--- src/rtl/uart_pkt_parser_pkg.sv ---
// uart_pkt_parser_pkg: opcodes, header size and FSM state type for the UART packet parser
package uart_pkt_parser_pkg;
  localparam logic [7:0] OP_ECHO = 8'hEC;
  localparam logic [7:0] OP_ADD  = 8'hAD;
  localparam logic [7:0] OP_MUL  = 8'h88;
  localparam logic [7:0] OP_DIV  = 8'h8D;
  localparam int HDR_BYTES = 4;
  typedef enum logic [2:0] {
    S_IDLE,
    S_RSV,
    S_LEN_LO,
    S_LEN_HI,
    S_PAYLOAD,
    S_DRAIN
  } pkt_state_e;
  function automatic logic op_known(input logic [7:0] op);
    return op inside {OP_ECHO, OP_ADD, OP_MUL, OP_DIV};
  endfunction
endpackage

--- src/rtl/uart_pkt_parser_idle_timer.sv ---
// uart_idle_timer: counts idle cycles between accepted bytes and flags the deadline
module uart_idle_timer #(
  parameter logic [31:0] TIMEOUT_CYCLES = 32'd100000
) (
  input  logic clk_i,
  input  logic rst_ni,
  input  logic clr,
  input  logic en,
  output logic expired
);
  logic [31:0] cnt;
  // expired is gated by en so a frozen counter can never fire
  assign expired = en && (cnt == TIMEOUT_CYCLES - 32'd1);
  // idle counter: cleared on activity, frozen while not enabled
  always_ff @(posedge clk_i or negedge rst_ni) begin
    if (!rst_ni) cnt <= '0;
    else if (clr) cnt <= '0;
    else if (en) cnt <= cnt + 32'd1;
  end
endmodule

--- src/rtl/uart_pkt_parser.sv ---
// uart_pkt_parser: parses 4-byte command headers from UART RX and frames the payload
module uart_pkt_parser
  import uart_pkt_parser_pkg::*;
#(
  parameter logic [15:0] MAX_LEN        = 16'd1024,
  parameter logic [31:0] TIMEOUT_CYCLES = 32'd100000
) (
  input  logic        clk_i,
  input  logic        rst_ni,
  input  logic [7:0]  rx_data_i,
  input  logic        rx_valid_i,
  output logic        rx_ready_o,
  output logic        hdr_valid_o,
  output logic [7:0]  opcode_o,
  output logic [15:0] len_o,
  output logic [7:0]  pay_data_o,
  output logic        pay_valid_o,
  input  logic        pay_ready_i,
  output logic        pay_last_o,
  output logic        op_err_o,
  output logic        len_err_o,
  output logic        abort_o
);
  pkt_state_e  state;
  logic [7:0]  op_r;
  logic [7:0]  len_lo;
  logic [15:0] rem;
  logic [15:0] len_w;
  logic        stalled;
  logic        accept;
  logic        expired;
  assign stalled = pay_valid_o & !pay_ready_i;
  // IDLE also waits for the last beat so a new header never overtakes the old payload
  assign rx_ready_o = (state == S_PAYLOAD || state == S_IDLE) ? !stalled : 1'b1;
  assign accept = rx_valid_i & rx_ready_o;
  assign len_w = {rx_data_i, len_lo};
  uart_idle_timer #(
    .TIMEOUT_CYCLES(TIMEOUT_CYCLES)
  ) u_timer (
    .clk_i  (clk_i),
    .rst_ni (rst_ni),
    .clr    (accept || state == S_IDLE),
    .en     (state != S_IDLE && !stalled),
    .expired(expired)
  );
  // packet FSM with registered pulses and the one-entry payload register
  always_ff @(posedge clk_i or negedge rst_ni) begin
    if (!rst_ni) begin
      state       <= S_IDLE;
      op_r        <= '0;
      len_lo      <= '0;
      rem         <= '0;
      opcode_o    <= '0;
      len_o       <= '0;
      pay_data_o  <= '0;
      pay_valid_o <= 1'b0;
      pay_last_o  <= 1'b0;
      hdr_valid_o <= 1'b0;
      op_err_o    <= 1'b0;
      len_err_o   <= 1'b0;
      abort_o     <= 1'b0;
    end else begin
      hdr_valid_o <= 1'b0;
      op_err_o    <= 1'b0;
      len_err_o   <= 1'b0;
      abort_o     <= 1'b0;
      if (pay_valid_o && pay_ready_i) begin
        pay_valid_o <= 1'b0;
        pay_last_o  <= 1'b0;
      end
      if (accept) begin
        case (state)
          S_IDLE: begin
            op_r  <= rx_data_i;
            state <= S_RSV;
          end
          S_RSV: state <= S_LEN_LO;
          S_LEN_LO: begin
            len_lo <= rx_data_i;
            state  <= S_LEN_HI;
          end
          S_LEN_HI: begin
            opcode_o <= op_r;
            len_o    <= len_w;
            rem      <= len_w - 16'(HDR_BYTES);
            if (len_w < 16'(HDR_BYTES) || len_w > MAX_LEN) begin
              len_err_o <= 1'b1;
              state     <= S_IDLE;
            end else if (!op_known(op_r)) begin
              op_err_o <= 1'b1;
              state    <= (len_w == 16'(HDR_BYTES)) ? S_IDLE : S_DRAIN;
            end else begin
              hdr_valid_o <= 1'b1;
              state       <= (len_w == 16'(HDR_BYTES)) ? S_IDLE : S_PAYLOAD;
            end
          end
          S_PAYLOAD: begin
            pay_data_o  <= rx_data_i;
            pay_valid_o <= 1'b1;
            pay_last_o  <= (rem == 16'd1);
            rem         <= rem - 16'd1;
            state       <= (rem == 16'd1) ? S_IDLE : S_PAYLOAD;
          end
          S_DRAIN: begin
            rem   <= rem - 16'd1;
            state <= (rem == 16'd1) ? S_IDLE : S_DRAIN;
          end
          default: state <= S_IDLE;
        endcase
      end else if (expired) begin
        abort_o     <= 1'b1;
        state       <= S_IDLE;
        pay_valid_o <= 1'b0;
        pay_last_o  <= 1'b0;
      end
    end
  end
endmodule

--- config.mk ---
export PLATFORM = sky130hd
export DESIGN_NAME = uart_pkt_parser
export DESIGN_NICKNAME = d
export VERILOG_FILES = /design/src/rtl/uart_pkt_parser_pkg.sv /design/src/rtl/uart_pkt_parser_idle_timer.sv /design/src/rtl/uart_pkt_parser.sv
export SDC_FILE = /design/constraint.sdc
export NUM_CORES = 1
export LEC_CHECK = 0
export CORE_ASPECT_RATIO = 1.1
export CORE_UTILIZATION = 50
export CTS_BUF_LIST = sky130_fd_sc_hd__clkbuf_4
export CTS_CLUSTER_SIZE = 25
export DETAILED_ROUTE_END_ITERATION = 10
export GPL_ROUTABILITY_DRIVEN = 0
export HOLD_SLACK_MARGIN = 0.06
export MAX_ROUTING_LAYER = met4
export PLACE_DENSITY = 0.76
export SYNTH_ARGS = -nofsm -noshare
export SYNTH_HDL_FRONTEND = slang
export SYNTH_SLANG_ARGS = --single-unit
--- constraint.sdc ---
create_clock -name clk_i -period 2.6 [get_ports clk_i]
set_input_delay 0.26 -clock clk_i [delete_from_list [all_inputs] [get_ports clk_i]]
set_output_delay 0.26 -clock clk_i [all_outputs]
set_load 0.01 [all_outputs]
### Yosys cells after proc, flatten, opt, wreduce, memory -nomap -nowiden

Cells that the tools add are included.

* register bits after elaboration: 105
* bits in latches: 0
* memory bits (writable): 0
* word-level logic and storage cells: 87
* memories: 0
* output and inout bits: 39
* input bits: 12
* ROM bits: 0

* order comparisons: 2
* bitwise logic cells: 2
* add/sub/neg operators: 3
* reduce and logical (&&, ||, !) cells: 20
* muxes and demuxes: 34
* shift-type cells: 0
* divide/modulo/power cells: 0
* equality and inequality tests: 12
* $mul: 0

Operators by type and width (number)
* $mux W32: 2
* $add A32 B1 Y32 const B: 1
* $eq A32 B17 Y1 const B: 1
* $eq A8 B8 Y1 const B: 4
* $pmux W16 S2: 1
* $mux W3: 8
* $mux W1: 22
* $pmux W3 S6: 1
* $eq A16 B1 Y1 const B: 1
* $eq A16 B3 Y1 const B: 1
* $gt A16 B11 Y1 const B: 1
* $lt A16 B3 Y1 const B: 1
* $sub A16 B1 Y16 const B: 1
* $sub A16 B3 Y16 const B: 1
* $reduce_and A2 Y1: 5
* $eq A3 B2 Y1 const B: 2
* $eq A3 B3 Y1 const B: 2
* $reduce_bool A2 Y1: 3
* $reduce_bool A4 Y1: 1
* $eq A3 B1 Y1 const B: 1
* $logic_and A1 B1 Y1: 3
* $logic_not A3 Y1: 1
* $logic_or A1 B1 Y1: 3
* $reduce_bool A3 Y1: 1
* other kinds (3): 5

### Longest topological paths before layout

Gate-level depths: netlist (run 1).

* depth after elaboration: 7
* depth in mapped cells: 8
* mapped depth without buffers: 7

### Modules after synthesis

From an unflattened synthesis (run 1), not the netlist that was laid out.

* cells, all modules: 570
* area total of the unflattened synthesis: 5431.5 um2

By module, submodules not included
* uart_pkt_parser: area an instance 3608.5 um2, instances 1, cells each 381, seq. area each 1826.8 um2
* uart_idle_timer: area an instance 1823.0 um2, instances 1, cells each 189, seq. area each 800.8 um2

### Worst setup path before layout (run 1)

OpenSTA, ideal clock, no wires.

* kind: register to register
* from: reg rem[0]
* to: reg rem[8]
* setup time: 0.119 ns
* period minus slack after synthesis: 2.027 ns
* path buffers: 0
* stages on the path, launching flop included: 8
* arrival: 1.908 ns
* data required time: 2.481 ns
* path slack: 0.573 ns
* cell sequence: dfrtp_1 -> inv_1 -> ha_1 -> or3b_2 -> nor3_1 -> a21oi_1 -> o21ai_0 -> a21bo_2

* longest elaborated chain between the ends: 2

Ends and longest elaborated chain
* start: declaration: line uart_pkt_parser.sv:27 `logic [15:0] rem;`
* start signal: assignment: line uart_pkt_parser.sv:85 `rem <= len_w - 16'(HDR_BYTES);`
* start signal: assignment: line uart_pkt_parser.sv:101 `rem <= rem - 16'd1;`
* start signal: assignment: line uart_pkt_parser.sv:105 `rem <= rem - 16'd1;`
* $sub A16 B1 Y16: line uart_pkt_parser.sv:101, uart_pkt_parser.sv:105
* $pmux W16 S2: line uart_pkt_parser.sv:72 `case (state)`

No other way between the ends.
A chain may end at the register's enable or synchronous reset.

### Worst setup path in the final report (run 1)

* from: reg state[0]
* to: out rx_ready_o

* longest elaborated chain between the ends: 3
* elaborated cells on any way between the ends: 4
* classes of those cells: 1 x eq/ne; 1 x mux; 2 x reduce/logical

Ends and longest elaborated chain
* start: declaration: line uart_pkt_parser.sv:24 `pkt_state_e state;`
* start signal: assignment: line uart_pkt_parser.sv:91 `state <= (len_w == 16'(HDR_BYTES)) ? S_IDLE : S_DRAIN;`
* start signal: assignment: line uart_pkt_parser.sv:94 `state <= (len_w == 16'(HDR_BYTES)) ? S_IDLE : S_PAYLOAD;`
* start signal: assignment: line uart_pkt_parser.sv:102 `state <= (rem == 16'd1) ? S_IDLE : S_PAYLOAD;`
* $eq A3 B3 Y1 / $logic_not A3 Y1 (equally long branches): line uart_pkt_parser.sv:34 `assign rx_ready_o = (state == S_PAYLOAD || state == S_IDLE) ? !stalled : 1'b1;`
* $logic_or A1 B1 Y1 *: line uart_pkt_parser.sv:34
* $mux W1 *: line uart_pkt_parser.sv:34
* end: declaration: line uart_pkt_parser.sv:12 `output logic rx_ready_o,`

Every way passes the cells marked *; elsewhere a longest branch is shown, timed or not.

==> run metrics, run 1 <==
Die Y=about 110 um; Power Dens Cells=816 nW/um^2; # fillers=just over 900; Initial Util=0.516; sw frac=0.372; LEAKAGE=about 2.6 nW; min Tclk post-route=2370 ps; worst-case clock skew=14.0 ps; Routed Antenna Nets=0; Combinational Power Share=0.336; Synthesized Nets=roughly 580; clk_lat worst skew=between 400 and 500 ps; Post-Place Cells=approximately 750; Clk pin slew, worst setup/hold paths=170 ps; Multi-input gate area=2570 um^2; most common flop cell mapped by yosys=dfrtp_1; fraction of layout cells with a size suffix above 1=0.137; ANT cells=0; clock tree buffer depth=2; Syn Inst Count=between 500 and 600; Peak Freq=approximately 420 MHz; Netlist Area Pre-Place=~5400 um^2; CP Data Required Time=between 2000 and 2500 ps; post-DP HPWL=a little under 9 mm; unique cell type count in the Yosys netlist=66; unrepaired setup endpoints after global routing=false; Max stage delay cell, worst path=or4b_2; net switching power=1.87 mW; fin crit share=0.911; I/O pin count=51; via count=4,430; actual slew at the worst max-slew pin=roughly 670 ps; Nets=between 600 and 700; core box area=between 10,000 and 15,000 um^2; Avg Synthesized Cell Area=between 9 and 10 um^2; FF/Latch Area=2630 um^2; Post-synth EDFFs=0; HP Class=in -> async; Seq/Total Area, Yosys=0.490; Worst VDD drop=between 0.5 and 0.6 mV; CP startpoint kind=flip-flop; WL final=about 13 mm; Worst setup EP type=output port; CTS tree=yes; drt wl/cell=about 16 um; grt total ovfl=0; critical path class=reg -> out; fraction of registers with async set/reset=1.00; TritonRoute pass-1 iters=5; initial DRC count=approximately 380; Buffers on Ports=50; max-slew headroom at the worst pin=0.552; #FFs+latches synth=roughly 110; CP arrival=2110 ps; first-pass GRT wire length=approximately 21 mm; final setup fails=0; Area Overhead vs Synth=15.3%; Final Max Tran Viols=0; crit-path cells=or4b_2 -> dlygate4sd2_1; vias per std cell=5.80; crit-path max cell delay=between 700 and 800 ps; Final Hold Fails=0; status=completed; gr usage total=0.250; Pint=between 3 and 4 mW; die boundary width=101 um; Clock Power Share=0.159; max-capacitance violation count=0; post-CTS setup buffers=0; Clock Root Buffer=clkbuf_4; crit path max fanout=11; non-filler cells, final=~760; total die area=11,100 um^2; largest net degree at the start of global routing=~110; Fin Setup TNS=0 ps; vias in the first global route=4,342; Num CTS Buffers=9; Residual DRC=0; sequential share of power=0.505; H-tree depth=3; clk sink count=105; antenna violations before repair=0; commonest non-fill, non-tap cell in the layout=nand2_1; Ys Warns=0; most frequent cells in the layout=105 x nand2_1, 103 x dfrtp_1, 49 x nor2_1; row count=39
flip-flops by register name, indices dropped and copies added, names as in the netlist:
| register | cells |
|---|---|
| len_o | 16 |
| len_err_o | 1 |
| op_r | 8 |
| opcode_o | 8 |
| abort_o | 1 |
| len_lo | 8 |
| hdr_valid_o | 1 |
| rem | 16 |
| state | 3 |
| pay_valid_o | 1 |
| op_err_o | 1 |
| u_timer.cnt | 32 |
| pay_last_o | 1 |
| pay_data_o | 8 |
power by group through the flow:
| stage | logic, mW | registers [mW] | clock network [mW] |
|---|---|---|---|
| final | 1.69 | 2.55 | 0.804 |
| after floorplan | 0.993 | 2.50 | 0 |
| after global routing | 1.87 | 2.62 | 0.896 |
| after detailed placement | 1.70 | 2.56 | 0 |
| after CTS | 1.70 | 2.54 | 0.833 |
| after global placement | 1.65 | 2.54 | 0 |
synthesized netlist by cell type (3+ instances only):
| cell type | instances | area share |
|---|---|---|
| a21oi_1 | 29 | 0.027 |
| a22o_1 | 3 | 0.0049 |
| and3_1 | 10 | 0.012 |
| and4_1 | 4 | 0.0065 |
| buf_2 | 3 | 0.0028 |
| clkbuf_1 | 23 | 0.016 |
| dfrtp_1 | 105 | 0.49 |
| ha_1 | 5 | 0.012 |
| inv_1 | 6 | 0.0042 |
| mux2_2 | 23 | 0.048 |
| nand2_1 | 105 | 0.073 |
| nand2b_1 | 5 | 0.0058 |
| nand3_1 | 19 | 0.018 |
| nand4_1 | 15 | 0.017 |
| nor2_1 | 49 | 0.034 |
| nor3_1 | 16 | 0.015 |
| nor3b_1 | 3 | 0.0042 |
| nor4_1 | 15 | 0.017 |
| o211ai_1 | 3 | 0.0042 |
| o21a_1 | 3 | 0.0042 |
| o21ai_0 | 24 | 0.022 |
| o22ai_1 | 4 | 0.0047 |
| o31ai_1 | 4 | 0.0056 |
| or3_1 | 4 | 0.0047 |
| or3_2 | 3 | 0.0042 |
| or4_1 | 5 | 0.0070 |
| xnor2_1 | 12 | 0.020 |
| xor2_1 | 19 | 0.031 |
kinds of logic after synthesis:
kind of cell | synth area share
adder cells (fa/ha/maj) | 0.0117
multiplexers | 0.0502
AND/OR/NAND/NOR | 0.265
flip-flops | 0.490
XOR/XNOR | 0.0506
AO/OA/AOI/OAI | 0.102
buffers and inverters | 0.0313
repair_timing:
| action | CTS | global route |
|---|---|---|
| hold buffers | 1 | 0 |
| hold endpoints to repair | 105 | 0 |
| setup endpoints to repair | 1 | 0 |
| resized for setup | 3 | 0 |
layer usage:
layer | global-route usage | share of wire | vias to the layer above
met5 | - | 0 | -
met4 | 0.105 | 0.021 | 0
met3 | 0.0487 | 0.047 | 27
met2 | 0.392 | 0.50 | 126
met1 | 0.315 | 0.43 | 2172
li1 | - | - | 2105
cell type report:
class | count | area share
Sequential cell | 105 | 0.425
Multi-Input combinational cell | 425 | 0.415
Timing Repair Buffer | 69 | 0.106
Tap cell | 143 | 0.0289
Clock buffer | 9 | 0.0109
Clock inverter | 7 | 0.0101
Inverter | 6 | 0.00364
path summary, 6_finish.rpt:
| kind | start | to | slack (ps) | cells past startpoint |
|---|---|---|---|---|
| worst max register to register | rem[0] | rem[8] | 270 | 7 |
| min in group clk_i | rx_data_i[5] | len_o[13] | 490 | 4 |
| worst min-delay path | rst_ni | u_timer.cnt[10] | 320 | 3 |
| max in group asynchronous | rst_ni | state[1] | 1780 | 3 |
| worst max-delay path | state[0] | rx_ready_o | 230 | 2 |
| worst min register to register | opcode_o[7] | opcode_o[7] | 500 | 2 |
metrics by stage:
stage | power (mW) | setup slack, ps | util | instance area (um^2) | hold slack (ps)
after floorplan | 3.50 | 573 | - | 5360 | -35.6
after global placement | 4.18 | 304 | 0.581 | 6040 | 370
after detailed placement | 4.26 | 221 | 0.581 | 6040 | 378
after CTS | 5.08 | 202 | 0.595 | 6180 | 361
after global routing | 5.38 | 51.0 | 0.595 | 6180 | 371
final | 5.04 | 232 | 0.595 | 6180 | 320
critical path: cells and delay by family (launching register included):
| family | cells | cell delay (ps) |
|---|---|---|
| DFF | 1 | 510 |
| buffers and inverters | 1 | 340 |
| and+or+nand+nor | 1 | 770 |
(Power assumes the default switching activity.)
==> run 2: changes to the inputs <==
--- a/config.mk
+++ b/config.mk
@@ -12,7 +12,6 @@
 export DETAILED_ROUTE_END_ITERATION = 10
 export GPL_ROUTABILITY_DRIVEN = 0
 export HOLD_SLACK_MARGIN = 0.06
-export MAX_ROUTING_LAYER = met4
 export PLACE_DENSITY = 0.76
 export SYNTH_ARGS = -nofsm -noshare
 export SYNTH_HDL_FRONTEND = slang
==> run 2 against run 1 <==
Count of clock-buffer cells in the layout unchanged. Routed wire length about the same. Global-route usage shrank 0.73 points. Register-to-register slack hardly changed. Clock skew grew 6.6 ps. Clock power about the same. Total power about the same. Sequential cell count did not move. Critical path type unchanged. Critical endpoint unchanged. Largest power group unchanged.
==> run metrics, run 2 (synthesis gave the netlist of run 1 again) <==
# fillers=912 (unchanged); vias in the first global route=4,351 (+0.21%); Clock Power Share=0.160 (about the same); max-slew headroom at the worst pin=0.541 (-0.0107); fraction of layout cells with a size suffix above 1=0.137 (unchanged); unrepaired setup endpoints after global routing=false; final setup margin=234 ps (+2.15 ps); vias per std cell=5.82 (+0.38%); largest net degree at the start of global routing=106 (unchanged); Worst VDD drop=0.577 mV (-0.22%); max-capacitance violation count=0 (unchanged); Clock Root Buffer=clkbuf_4; via count=4,447 (+0.38%); worst slack at placement=221 ps (unchanged); first-pass GRT wire length=21.1 mm (-0.17%); Residual DRC=0 (unchanged); r2r worst-path depth=7 (unchanged); Routed Antenna Nets=0 (unchanged); grt total ovfl=0 (unchanged); FF/Latch Area=2630 um^2 (unchanged); post-DP HPWL=8.83 mm (unchanged); most frequent cells in the layout=105 x nand2_1, 103 x dfrtp_1, 49 x nor2_1; Combinational Power Share=0.335 (about the same); sw frac=0.372 (about the same); clock tree buffer depth=2 (unchanged); CP Launch Point=state[0]; critical path class=reg -> out; Pint=3.17 mW (about the same); Final Hold Fails=0 (unchanged); Peak Freq=423 MHz (about the same); antenna violations before repair=0 (unchanged); worst-case clock skew=20.6 ps (+6.60 ps); Post-Place Cells=747 (unchanged); fin crit share=0.910 (about the same); LEAKAGE=2.63 nW (unchanged); total die area=11,100 um^2 (unchanged); drt wl/cell=16.4 um (about the same); commonest non-fill, non-tap cell in the layout=nand2_1; max reg flops=32 (unchanged); Finished Core Util=0.595 (unchanged); actual slew at the worst max-slew pin=682 ps (+15.9 ps); TritonRoute pass-1 iters=5 (unchanged); non-filler cells, final=764 (unchanged); status=completed; CP arrival=2110 ps (about the same); crit path max fanout=11 (unchanged); CP Data Required Time=2340 ps (about the same); Area Overhead vs Synth=15.3% (unchanged); initial DRC count=362 (-3.7%); biggest regs=u_timer.cnt: 32 flops, len_o: 16 flops, rem: 16 flops; Num CTS Buffers=9 (unchanged); H-tree depth=3 (unchanged); Power Dens Cells=816 nW/um^2 (about the same); core box area=10,400 um^2 (unchanged); Placed Area=6040 um^2 (unchanged); Buffers on Ports=50 (unchanged); I/O pin count=51 (unchanged); post-layout total power=5.05 mW (about the same); R2R Path End=rem[8]; Reg2Reg Setup Slack=260 ps (about the same); CP startpoint kind=flip-flop; net switching power=1.88 mW (+0.13%); Die Y=111 um (unchanged); WL final=12.5 mm (about the same); design area=6180 um^2 (unchanged); Initial Util=0.516 (unchanged); sequential share of power=0.505 (about the same); clk_lat worst skew=490 ps (about the same); HP Class=in -> async; Clk pin slew, worst setup/hold paths=160 ps (about the same); crit path to=rx_ready_o; ANT cells=0 (unchanged); row count=39 (unchanged); Min Hold Slack=360 ps (+39.8 ps); Fin Setup TNS=0 ps (unchanged); post-CTS setup buffers=0 (unchanged); Top reg by flops=u_timer.cnt; Final Max Tran Viols=0 (unchanged); die boundary width=101 um (unchanged); CTS tree=yes; final setup fails=0 (unchanged); clk sink count=105 (unchanged); min Tclk post-route=2370 ps (-2.15 ps); RR Startpoint=rem[0]; Nets=633 (unchanged); Worst setup EP type=output port; Multi-input gate area=2570 um^2 (unchanged); gr usage total=0.242 (-0.00729)
-- run 2: what timing repair did --
item,CTS,global route
hold endpoints to repair,105,0
gates resized for setup,3,0
hold buffers,1,0
endpoints found under the setup margin,1,0
-- run 2: power by group through the flow --
stage / Clock (mW) / Sequential [mW] / Combinational, mW
after floorplan: 0 / 2.50 / 0.993
after global placement: 0 / 2.54 / 1.65
after detailed placement: 0 / 2.56 / 1.70
after CTS: 0.833 / 2.54 / 1.70
after global routing: 0.895 / 2.62 / 1.87
final: 0.807 / 2.55 / 1.69
-- run 2: worst min-delay path by stage --
| stage | slack (ps) | end | cells after the start | from |
|---|---|---|---|---|
| after floorplan | -40 | abort_o | 0 | rst_ni |
| after global placement | 370 | u_timer.cnt[8] | 2 | rst_ni |
| after detailed placement | 380 | u_timer.cnt[10] | 2 | rst_ni |
| after CTS | 360 | len_o[8] | 3 | rst_ni |
| after global routing | 370 | u_timer.cnt[10] | 3 | rst_ni |
| final | 360 | u_timer.cnt[10] | 3 | rst_ni |
-- run 2: layout make-up --
type,instances,area share
sequential,105,0.425
multi-input combinational,425,0.415
timing repair buffer,69,0.106
tap,143,0.0289
clock buffer,9,0.0109
clock inverter,7,0.0101
inverter,6,0.00364
-- run 2: critical path: stages (launching register included) --
cell and delay (ps):
dfrtp_2 510, or4b_2 760, dlygate4sd2_1 350
-- run 2: per-layer routing --
| layer | vias up | routed length [um] | global-route usage |
|---|---|---|---|
| met5 | - | 0 | 0 |
| met2 | 136 | 6220 | 0.393 |
| met4 | 0 | 283 | 0.105 |
| met3 | 29 | 687 | 0.0519 |
| met1 | 2178 | 5330 | 0.311 |
| li1 | 2104 | - | - |
==> run 3: changes to the inputs <==
--- a/config.mk
+++ b/config.mk
@@ -12,6 +12,7 @@
 export DETAILED_ROUTE_END_ITERATION = 10
 export GPL_ROUTABILITY_DRIVEN = 0
 export HOLD_SLACK_MARGIN = 0.06
+export MAX_ROUTING_LAYER = met4
 export PLACE_DENSITY = 0.76
 export SYNTH_ARGS = -nofsm -noshare
 export SYNTH_HDL_FRONTEND = slang
==> results of run 3 <==
The final DEF is identical to that of run 1; final timing and power are the same.
